--- src/rtl/serial_bits8.sv ---
// Serial-to-byte deserializer: comma-based byte alignment with a
// SEARCH/ALIGN/ACTIVE lock sequence and registered byte outputs.
module serial_bits8 #(
   parameter logic [7:0] COMMA      = 8'hBC,
   parameter int         SYNC_COUNT = 4
) (
   input  logic       clk_32f,
   input  logic       reset,
   input  logic       data_in,
   output logic [7:0] Data_out,
   output logic       valid_out,
   output logic       byte_strobe,
   output logic       active
);

   typedef enum logic [1:0] {
      SEARCH = 2'd0,
      ALIGN  = 2'd1,
      ACTIVE = 2'd2
   } state_t;

   localparam logic [2:0] SYNC_N = 3'(SYNC_COUNT);

   state_t     state;
   logic [7:0] sr;
   logic [2:0] bit_cnt;
   logic [2:0] bc_cnt;
   logic [7:0] next_byte;
   logic       is_comma;
   logic       boundary;

   assign next_byte = {sr[6:0], data_in};
   assign is_comma  = (next_byte == COMMA);
   assign boundary  = (bit_cnt == 3'd7);

   always_ff @(posedge clk_32f or negedge reset) begin
      if (!reset) begin
         state       <= SEARCH;
         sr          <= 8'd0;
         bit_cnt     <= 3'd0;
         bc_cnt      <= 3'd0;
         Data_out    <= 8'd0;
         valid_out   <= 1'b0;
         byte_strobe <= 1'b0;
         active      <= 1'b0;
      end else begin
         sr          <= next_byte;
         bit_cnt     <= bit_cnt + 3'd1;
         byte_strobe <= 1'b0;
         case (state)
            SEARCH: begin
               if (is_comma) begin
                  // Byte framing is pinned to this edge; the next boundary is 8 edges out.
                  bit_cnt <= 3'd0;
                  bc_cnt  <= 3'd1;
                  if (SYNC_N == 3'd1) begin
                     state  <= ACTIVE;
                     active <= 1'b1;
                  end else begin
                     state <= ALIGN;
                  end
               end else begin
                  bc_cnt <= 3'd0;
               end
            end
            ALIGN: begin
               if (boundary) begin
                  if (is_comma) begin
                     bc_cnt <= bc_cnt + 3'd1;
                     if (bc_cnt + 3'd1 == SYNC_N) begin
                        state  <= ACTIVE;
                        active <= 1'b1;
                     end
                  end else begin
                     state  <= SEARCH;
                     bc_cnt <= 3'd0;
                  end
               end
            end
            ACTIVE: begin
               // Lock is held until reset; commas become idle bytes.
               if (boundary) begin
                  Data_out    <= next_byte;
                  byte_strobe <= 1'b1;
                  valid_out   <= !is_comma;
               end
            end
            default: state <= SEARCH;
         endcase
      end
   end

endmodule

--- config.mk ---
export PLATFORM = sky130hd
export DESIGN_NAME = serial_bits8
export DESIGN_NICKNAME = d
export VERILOG_FILES = /design/src/rtl/serial_bits8.sv
export SDC_FILE = /design/constraint.sdc
export NUM_CORES = 1
export LEC_CHECK = 0
export CAP_MARGIN = 40
export CELL_PAD_IN_SITES_DETAIL_PLACEMENT = 2
export CELL_PAD_IN_SITES_GLOBAL_PLACEMENT = 2
export CORE_ASPECT_RATIO = 0.9
export CORE_UTILIZATION = 39
export CTS_CLUSTER_DIAMETER = 100
export DETAILED_ROUTE_END_ITERATION = 6
export GPL_ROUTABILITY_DRIVEN = 0
export GPL_TIMING_DRIVEN = 0
export PLACE_DENSITY = 0.91
export REMOVE_ABC_BUFFERS = 1
export SKIP_LAST_GASP = 1
export SYNTH_ARGS = -nofsm -noshare
export SYNTH_HDL_FRONTEND = slang
export SYNTH_SLANG_ARGS = --single-unit
--- constraint.sdc ---
create_clock -name clk_32f -period 3.6 [get_ports clk_32f]
set_clock_uncertainty 0.1 [all_clocks]
set_input_delay 0.72 -clock clk_32f [delete_from_list [all_inputs] [get_ports clk_32f]]
set_output_delay 0.72 -clock clk_32f [all_outputs]
set_load 0.02 [all_outputs]
# Word-level counts from Yosys, hierarchy flattened

Index checks and enable logic that the tools add are counted.

Register bits: 26
Logic and storage cells: 39
Output and inout bits: 11
Bits of input ports: 3

Equal/unequal tests: 8
Mux-type cells: 13
Bitwise gates (word level): 1
Reduce and logical (&&, ||, !) cells: 7
$add $sub $neg: 2

Operator list:

| operator                                                         | count |
|---|---|
| 3-bit 2-to-1 mux                                                 | 4 |
| 8-bit == test (second input constant)                            | 1 |
| 2-bit 2-to-1 mux                                                 | 4 |
| 4-bit AND reduction                                              | 2 |
| 3-bit by 1-bit adder with 3-bit output (second input constant)   | 2 |
| 3-bit == test (second input constant)                            | 2 |
| 2-bit case mux with 3 select lines                               | 1 |
| 3-bit case mux with 2 select lines                               | 1 |
| 2-bit inequality test (second input constant)                    | 2 |
| 2-bit AND reduction                                              | 2 |
| 1-bit 2-to-1 mux                                                 | 3 |
| 3-bit inequality test (second input constant)                    | 1 |
| 2-bit by 1-bit == test with 1-bit output (second input constant) | 1 |
| 2-bit == test (second input constant)                            | 1 |
| 2-bit zero test                                                  | 1 |
| 2-bit nonzero test                                               | 1 |
| 1-bit zero test                                                  | 1 |
| 1-bit NOT                                                        | 1 |

# Longest topological paths before layout

Gate-level depths: netlist of run 1.

Depth after elaboration: 6
Depth in mapped cells: 6
Gate-level depth less buffers: 5

# Worst setup path before layout of run 1

No wires, ideal clock.

Path kind: input port to flip-flop
Start: in data_in
End: reg state[0]
Required time: 3.377 ns
Data arrival time: 1.348 ns
Path slack: 2.029 ns
Setup time: 0.123 ns
Cell stages on the path: 3
Path buffers: 0
Cells stage by stage: and4bb_2 > and2_4 > o221a_1

Longest elaborated chain between the ends: 4
Elaborated cells between the ends (all ways): 7
Classes of those cells: eq/ne (3); mux (3); reduce/logical (1)

Ends and longest elaborated chain:

| item                               | RTL line | source |
|---|---|---|
| start, declared                    | 9        | `input logic data_in,` |
| 8-bit == test (*)                  | 33       | `assign is_comma = (next_byte == COMMA);` |
| 2-bit 2-to-1 mux                   | 68       | `if (is_comma) begin` |
| 2-bit 2-to-1 mux                   | 67       | `if (boundary) begin` |
| 2-bit case mux with 3 select lines | 50       | `case (state)` |
| end signal, assigned               | 38       | `state <= SEARCH;` |
| end signal, assigned               | 57       | `state <= ACTIVE;` |
| end signal, assigned               | 71       | `state <= ACTIVE;` |
| end, declared                      | 24       | `state_t state;` |

Every way passes the cells marked *; elsewhere a longest branch is shown, timed or not. The select of a mux whose other input is x is not followed.
A chain may end at the register's enable or synchronous reset.

# Worst setup path in the final report of run 1

Start: reg Data_out[5]
End: out Data_out[5]

RTL lines:

| item                   | RTL line | source |
|---|---|---|
| start, declared        | 10       | `output logic [7:0] Data_out,` |
| start signal, assigned | 83       | `Data_out <= next_byte;` |

No word-level cell between the ends.

==> results of run 1 <==
==> through the flow <==
step           utilization  instances  hold WS, ns
6_report            0.5068        116       0.3176
2_1_floorplan            -         70       0.2667
4_1_cts             0.5068        116       0.3200
3_5_place_dp        0.4857        112       0.2866
5_1_grt             0.5068        116       0.3269
3_3_place_gp        0.4796        111       0.2774
==> report_power, final <==
part           leakage, nW  switching [W]  internal [W]
Clock               0.0279      0.0000888      0.000113
Sequential           0.298     0.00000567      0.000301
Combinational        0.250      0.0000158     0.0000173
==> worst max path at each step <==
stage / from / end / slack, ns
3_5_place_dp: data_in / state[0] / 1.45
2_1_floorplan: bit_cnt[0] / Data_out[0] / 2.01
4_1_cts: Data_out[5] / Data_out[5] / 1.41
6_report: Data_out[5] / Data_out[5] / 1.44
5_1_grt: Data_out[5] / Data_out[5] / 1.40
3_3_place_gp: reset / Data_out[0] / 1.41
==> synth_stat cells <==
cell,instances,area share
sky130_fd_sc_hd__and3b_1,1,0.0084
sky130_fd_sc_hd__and3_1,1,0.0060
sky130_fd_sc_hd__o21bai_1,1,0.0072
sky130_fd_sc_hd__mux2_1,1,0.011
sky130_fd_sc_hd__ha_1,4,0.048
sky130_fd_sc_hd__dfrtp_1,26,0.63
sky130_fd_sc_hd__inv_2,1,0.0036
sky130_fd_sc_hd__o221a_1,1,0.011
sky130_fd_sc_hd__nor2b_1,3,0.018
sky130_fd_sc_hd__a21boi_1,2,0.014
sky130_fd_sc_hd__mux2_4,7,0.10
sky130_fd_sc_hd__a21oi_1,1,0.0048
sky130_fd_sc_hd__and4bb_2,1,0.012
sky130_fd_sc_hd__nand3_1,1,0.0048
sky130_fd_sc_hd__nand2_1,4,0.014
sky130_fd_sc_hd__nor2_1,1,0.0036
sky130_fd_sc_hd__o21ai_0,2,0.0096
sky130_fd_sc_hd__buf_6,1,0.011
sky130_fd_sc_hd__o41ai_2,1,0.016
sky130_fd_sc_hd__inv_1,2,0.0072
sky130_fd_sc_hd__o21ai_1,4,0.019
sky130_fd_sc_hd__o2111ai_1,1,0.0084
sky130_fd_sc_hd__and4b_1,1,0.0096
sky130_fd_sc_hd__and2_4,1,0.0084
sky130_fd_sc_hd__nand3b_2,1,0.011
sky130_fd_sc_hd__o22ai_1,1,0.0060
==> state kept, by name (all words and copies together), names as in the netlist <==
register and cells:
valid_out 1, sr 7, state 2, bit_cnt 3
Data_out 8, active 1, byte_strobe 1, bc_cnt 3
==> routing by layer <==
layer / track usage / wire, um
met5: 0 / 0
met4: 0.09756 / 48
met3: 0.03038 / 60
met2: 0.3000 / 1031
met1: 0.1964 / 902
==> layout make-up <==
class / count / area (um^2)
Timing Repair Buffer: 14 / 145.1
Clock buffer: 3 / 22.52
Clock inverter: 1 / 30.03
Inverter: 3 / 11.26
Multi-Input combinational cell: 41 / 366.6
Sequential cell: 26 / 650.6
Fill cell: 243 / 1227
Tap cell: 28 / 35.03
==> cell usage in the layout (no fill, tap or decap) <==
| cell type | count |
|---|---|
| sky130_fd_sc_hd__inv_2 | 1 |
| sky130_fd_sc_hd__nand3b_2 | 1 |
| sky130_fd_sc_hd__o41ai_2 | 1 |
| sky130_fd_sc_hd__and4b_1 | 1 |
| sky130_fd_sc_hd__nand2_1 | 4 |
| sky130_fd_sc_hd__mux2_4 | 7 |
| sky130_fd_sc_hd__inv_1 | 2 |
| sky130_fd_sc_hd__a21oi_1 | 1 |
| sky130_fd_sc_hd__clkbuf_4 | 3 |
| sky130_fd_sc_hd__and3_1 | 1 |
| sky130_fd_sc_hd__and3b_1 | 1 |
| sky130_fd_sc_hd__ha_1 | 4 |
| sky130_fd_sc_hd__nor2_1 | 1 |
| sky130_fd_sc_hd__o21ai_0 | 2 |
| sky130_fd_sc_hd__a21boi_1 | 2 |
| sky130_fd_sc_hd__dfrtp_1 | 26 |
| sky130_fd_sc_hd__clkdlybuf4s50_1 | 13 |
| sky130_fd_sc_hd__o2111ai_1 | 1 |
| sky130_fd_sc_hd__o221a_1 | 1 |
| sky130_fd_sc_hd__nor2b_1 | 3 |
| sky130_fd_sc_hd__o21ai_1 | 4 |
| sky130_fd_sc_hd__bufinv_16 | 1 |
| sky130_fd_sc_hd__mux2_1 | 1 |
| sky130_fd_sc_hd__buf_8 | 1 |
| sky130_fd_sc_hd__o22ai_1 | 1 |
| sky130_fd_sc_hd__and2_4 | 1 |
| sky130_fd_sc_hd__nand3_1 | 1 |
| sky130_fd_sc_hd__and4bb_2 | 1 |
| sky130_fd_sc_hd__o21bai_1 | 1 |
==> cell families (layout without fill, tap and decap cells) <==
| logic type | count (synthesis) | after routing | share of synthesized area |
|---|---|---|---|
| flops | 26 | 26 | 0.6257 |
| buf+inv | 4 | 21 | 0.02166 |
| mux | 8 | 8 | 0.1119 |
| fa+ha+maj | 4 | 4 | 0.04814 |
| compound gates | 14 | 14 | 0.09627 |
| simple gates | 15 | 15 | 0.09626 |
==> results.toml, run 1 <==
[outcome]
run_status = "finished, final reports clean"

[route]
drt_first_iter_violations = 3
antenna_left = 0
routedWlPerCell_um = 17.61
drt-vias-per-instance = 5.353
routed_wl_um = 2043
drt_first_pass_iters = 2
via_count = 621
drc = 0

[setup_path]
critical_path_arrival_ns = 1.34
worst_path_buffer_plus_inverter_count = 1
cp-start-kind = "flop"
timing.critical_path.required_ns = 2.78
critical_path.reg2reg.endpoint = "Data_out[0]"
rr_worst_depth = 4
critical-path-max-stage-delay_ns = 0.61
critical_path.slowest_cell = "sky130_fd_sc_hd__clkdlybuf4s50_1"
crit_path_end_kind = "output pin"
worstPathCellList = "clkdlybuf4s50_1"
setup.worst_path.class = "reg -> out"
reg2reg_setup_slack_ns = 1.84
critical_path_peak_fanout = 2
r2r-start = "bit_cnt[0]"
cp_num_cells = 1
critPathTopFamily = "buffers and inverters"

[logic_synthesis]
register_area_share_after_synthesis = 0.6258
postSynthAreaPerCell_um2 = 14.64
netlist-cell-type-count = 26
synth-seq-cells = 26
synth.cell_area_um2 = 1040
syn_inst = 71
synthesis.yosys.warnings = 0

[worst_hold_path]
source_of_the_worst_hold_timing_path = "sr[3]"
min_delay_path_depth = 0
hold_path_class = "reg -> reg"
min_delay_worst_endpoint = "sr[4]"

[power]
static-leakage-power_nw = 0.5758
design_power_total_w = 0.0005409
power_per_cell_area_nw_per_um2 = 428.9
max-vdd-ir-drop_v = 0.0002442

[global_routing]
grt_pass1_wl_um = 3539
grt_antenna_before_repair = 0
grt_use_total = 0.1706
sum_of_overflow_across_all_layers_after_global_routing = 0
largest_net_degree_at_the_start_of_global_routing = 20
grt_pass1_vias = 679

[run]
maxCapViolations = 0

[sta]
finalWorstPathRequiredPeriod_ns = 2.160
report.final.setup_viol = 0
fin_setup_tns_ns = 0
clock.fmax_mhz = 462.9
final_critical_path_setup_slack_ns = 1.440
unrepaired_setup_endpoints_after_global_routing = "false"
maxSlewHeadroom = 0.7352
timing.final.crit_share = 0.6001
report.final.slew_viol_count = 0
transition_time_of_the_tightest_slew_check_pin_ns = 0.3964
hold_viol_final = 0

[clock_network]
cts_tree = "built"
cts_resized = 0
ctsLongestPathBuffers = 2
clk_transition_reported_paths_ns = 0.15
cts.htree.levels = 1
cts-buffers-inserted = 3
tritoncts_num_sinks = 26
cts-root-buf = "sky130_fd_sc_hd__clkbuf_4"
clk_latency_ns = 0.33
cts_setup_buffers = 0
cts_hold_buf = 0

[place]
post_dp_cell_area_um2 = 1209
preCtsSetupSlack_ns = 1.448
dp_hpwl_um = 1536
io_buffer_count = 13

[finish]
num-nets-final = 96
total_inserted_antenna_cells = 0
final_layout_size_suffix_gt1_frac = 0.1932
layout.cell_area.non_filler_um2 = 1261
areaGrowthSynthToFinish_pct = 21.30

[floorplan]
die_span_y_um = 50.99
floorplan.die_area_um2 = 2877
core_area_um2 = 2489
floorplan.initialDensity = 0.4178
top_level_pins = 14
chipWidth_um = 56.43
num_rows = 17
Note: power is estimated with default switching activity, not from simulation.
==> run 2: changes to the inputs <==
Settings changed: CORE_UTILIZATION 39 to 33, PLACE_DENSITY 0.91 to 0.83.
Clock period 3.6 ns to 1.9 ns, I/O delays scaled along.
==> results.toml, run 2 (synthesis gave the netlist of run 1 again) <==
[clock_network]
clk_transition_reported_paths_ns = 0.14
cts-root-buf = "sky130_fd_sc_hd__clkbuf_4"
tritoncts_num_sinks = 26
cts-buffers-inserted = 3
clk_latency_ns = 0.33
cts_tree = "built"
ctsLongestPathBuffers = 2
cts.htree.levels = 1
cts_hold_buf = 0
cts_resized = 0
cts_setup_buffers = 0

[sta]
report.final.slew_viol_count = 0
timing.final.crit_share = 0.9570
maxSlewHeadroom = 0.6556
transition_time_of_the_tightest_slew_check_pin_ns = 0.5149
final_critical_path_setup_slack_ns = 0.08164
fin_setup_tns_ns = 0
unrepaired_setup_endpoints_after_global_routing = "false"
finalWorstPathRequiredPeriod_ns = 1.818
whs_ns = 0.2658
hold_viol_final = 0
report.final.setup_viol = 0
clock.fmax_mhz = 549.9

[setup_path]
crit_start = "Data_out[3]"
setup.worst_path.class = "reg -> out"
rr_worst_depth = 4
cp_num_cells = 1
crit_end = "Data_out[3]"
critical_path_peak_fanout = 2
timing.critical_path.required_ns = 1.42
cp-start-kind = "flop"
critPathTopFamily = "buffers and inverters"
critical-path-max-stage-delay_ns = 0.62
r2r-start = "bit_cnt[0]"
worst_path_buffer_plus_inverter_count = 1
critical_path.slowest_cell = "sky130_fd_sc_hd__clkdlybuf4s50_1"
crit_path_end_kind = "output pin"
worstPathCellList = "clkdlybuf4s50_1"
critical_path.reg2reg.endpoint = "Data_out[0]"
critical_path_arrival_ns = 1.34
reg2reg_setup_slack_ns = 0.17

[finish]
num-nets-final = 96
seqCellArea_um2 = 650.6
regMostFlops = "Data_out"
number_of_flip_flops_under_the_largest_register_name = 8
final_layout_size_suffix_gt1_frac = 0.1932
multi_input_area_um2 = 366.6
most-common-layout-cells = "26 x sky130_fd_sc_hd__dfrtp_1, 13 x sky130_fd_sc_hd__clkdlybuf4s50_1, 7 x sky130_fd_sc_hd__mux2_4"
total_inserted_antenna_cells = 0
layout.cells.most_common = "sky130_fd_sc_hd__dfrtp_1"
areaGrowthSynthToFinish_pct = 23.95
filler_cell_count = 291
stdcell_count = 128
largest_registers = "Data_out: 8 flops, sr: 7 flops"

[global_routing]
grt_antenna_before_repair = 0
sum_of_overflow_across_all_layers_after_global_routing = 0
grt_use_total = 0.1429
grt_pass1_wl_um = 3436
largest_net_degree_at_the_start_of_global_routing = 19
grt_pass1_vias = 700

[floorplan]
floorplan.initialDensity = 0.3635
num_rows = 18
die_span_y_um = 55.25
chipWidth_um = 61.17
top_level_pins = 14
floorplan.die_area_um2 = 3379
core_area_um2 = 2860

[power]
design_power_total_w = 0.001029
internal-power_w = 0.0008191
share_clk_of_total_power = 0.371
combinationalPowerShare = 0.065
static-leakage-power_nw = 0.5811
net-switching-power_w = 0.0002100
switching_share = 0.2041
power_per_cell_area_nw_per_um2 = 798.5
max-vdd-ir-drop_v = 0.0004442
p_seq_frac = 0.564

[outcome]
run_status = "finished, final reports clean"

[route]
drt-vias-per-instance = 4.938
routed_wl_um = 2048
via_count = 632
routedWlPerCell_um = 16.00
drc = 0
drt_first_pass_iters = 3
drt_first_iter_violations = 10
antenna_left = 0

[place]
place_inst = 124
preCtsSetupSlack_ns = 0.09018
io_buffer_count = 13
dp_hpwl_um = 1553

[run]
maxCapViolations = 0

[worst_hold_path]
hold_path_class = "in -> async"
[run 2: area by class of cell]
class                   count  share of cell area
clock buffers               3             0.01748
repair buffers             14              0.1223
clock inverters             1             0.02330
well taps                  40             0.03883
inverters                   3            0.008738
multi-input cells          41              0.2845
flip-flops and latches     26              0.5049
[run 2: power groups by stage]
stage               registers, W  clock network [W]  logic (W)
floorplan               0.000599                  0  0.0000141
global placement        0.000590                  0  0.0000591
detailed placement      0.000592                  0  0.0000682
CTS                     0.000581           0.000391  0.0000685
global route            0.000583           0.000425  0.0000720
finish                  0.000580           0.000382  0.0000666
[run 2: through the flow]
stage / util / instance area [um^2]
2_1_floorplan: - / 1028
3_3_place_gp: 0.4226 / 1209
3_5_place_dp: 0.4322 / 1236
4_1_cts: 0.4506 / 1289
5_1_grt: 0.4506 / 1289
6_report: 0.4506 / 1289
[run 2: metal layers]
layer | up-vias | GRT usage | routed length, um
met5 | - | 0 | 0
met1 | 329 | 0.1805 | 862
li1 | 285 | - | -
met3 | 5 | 0.04215 | 85
met4 | 0 | 0.04870 | 27
met2 | 13 | 0.2283 | 1073
[run 2: how the worst min path moves through the flow]
stage / from / end / slack, ns / depth (start not counted)
floorplan: reset / Data_out[0] / -0.02 / 0
CTS: reset / bit_cnt[1] / 0.28 / 1
finish: reset / bit_cnt[1] / 0.27 / 1
detailed placement: sr[3] / sr[4] / 0.30 / 0
global route: reset / bit_cnt[1] / 0.28 / 1
global placement: sr[0] / sr[1] / 0.28 / 0
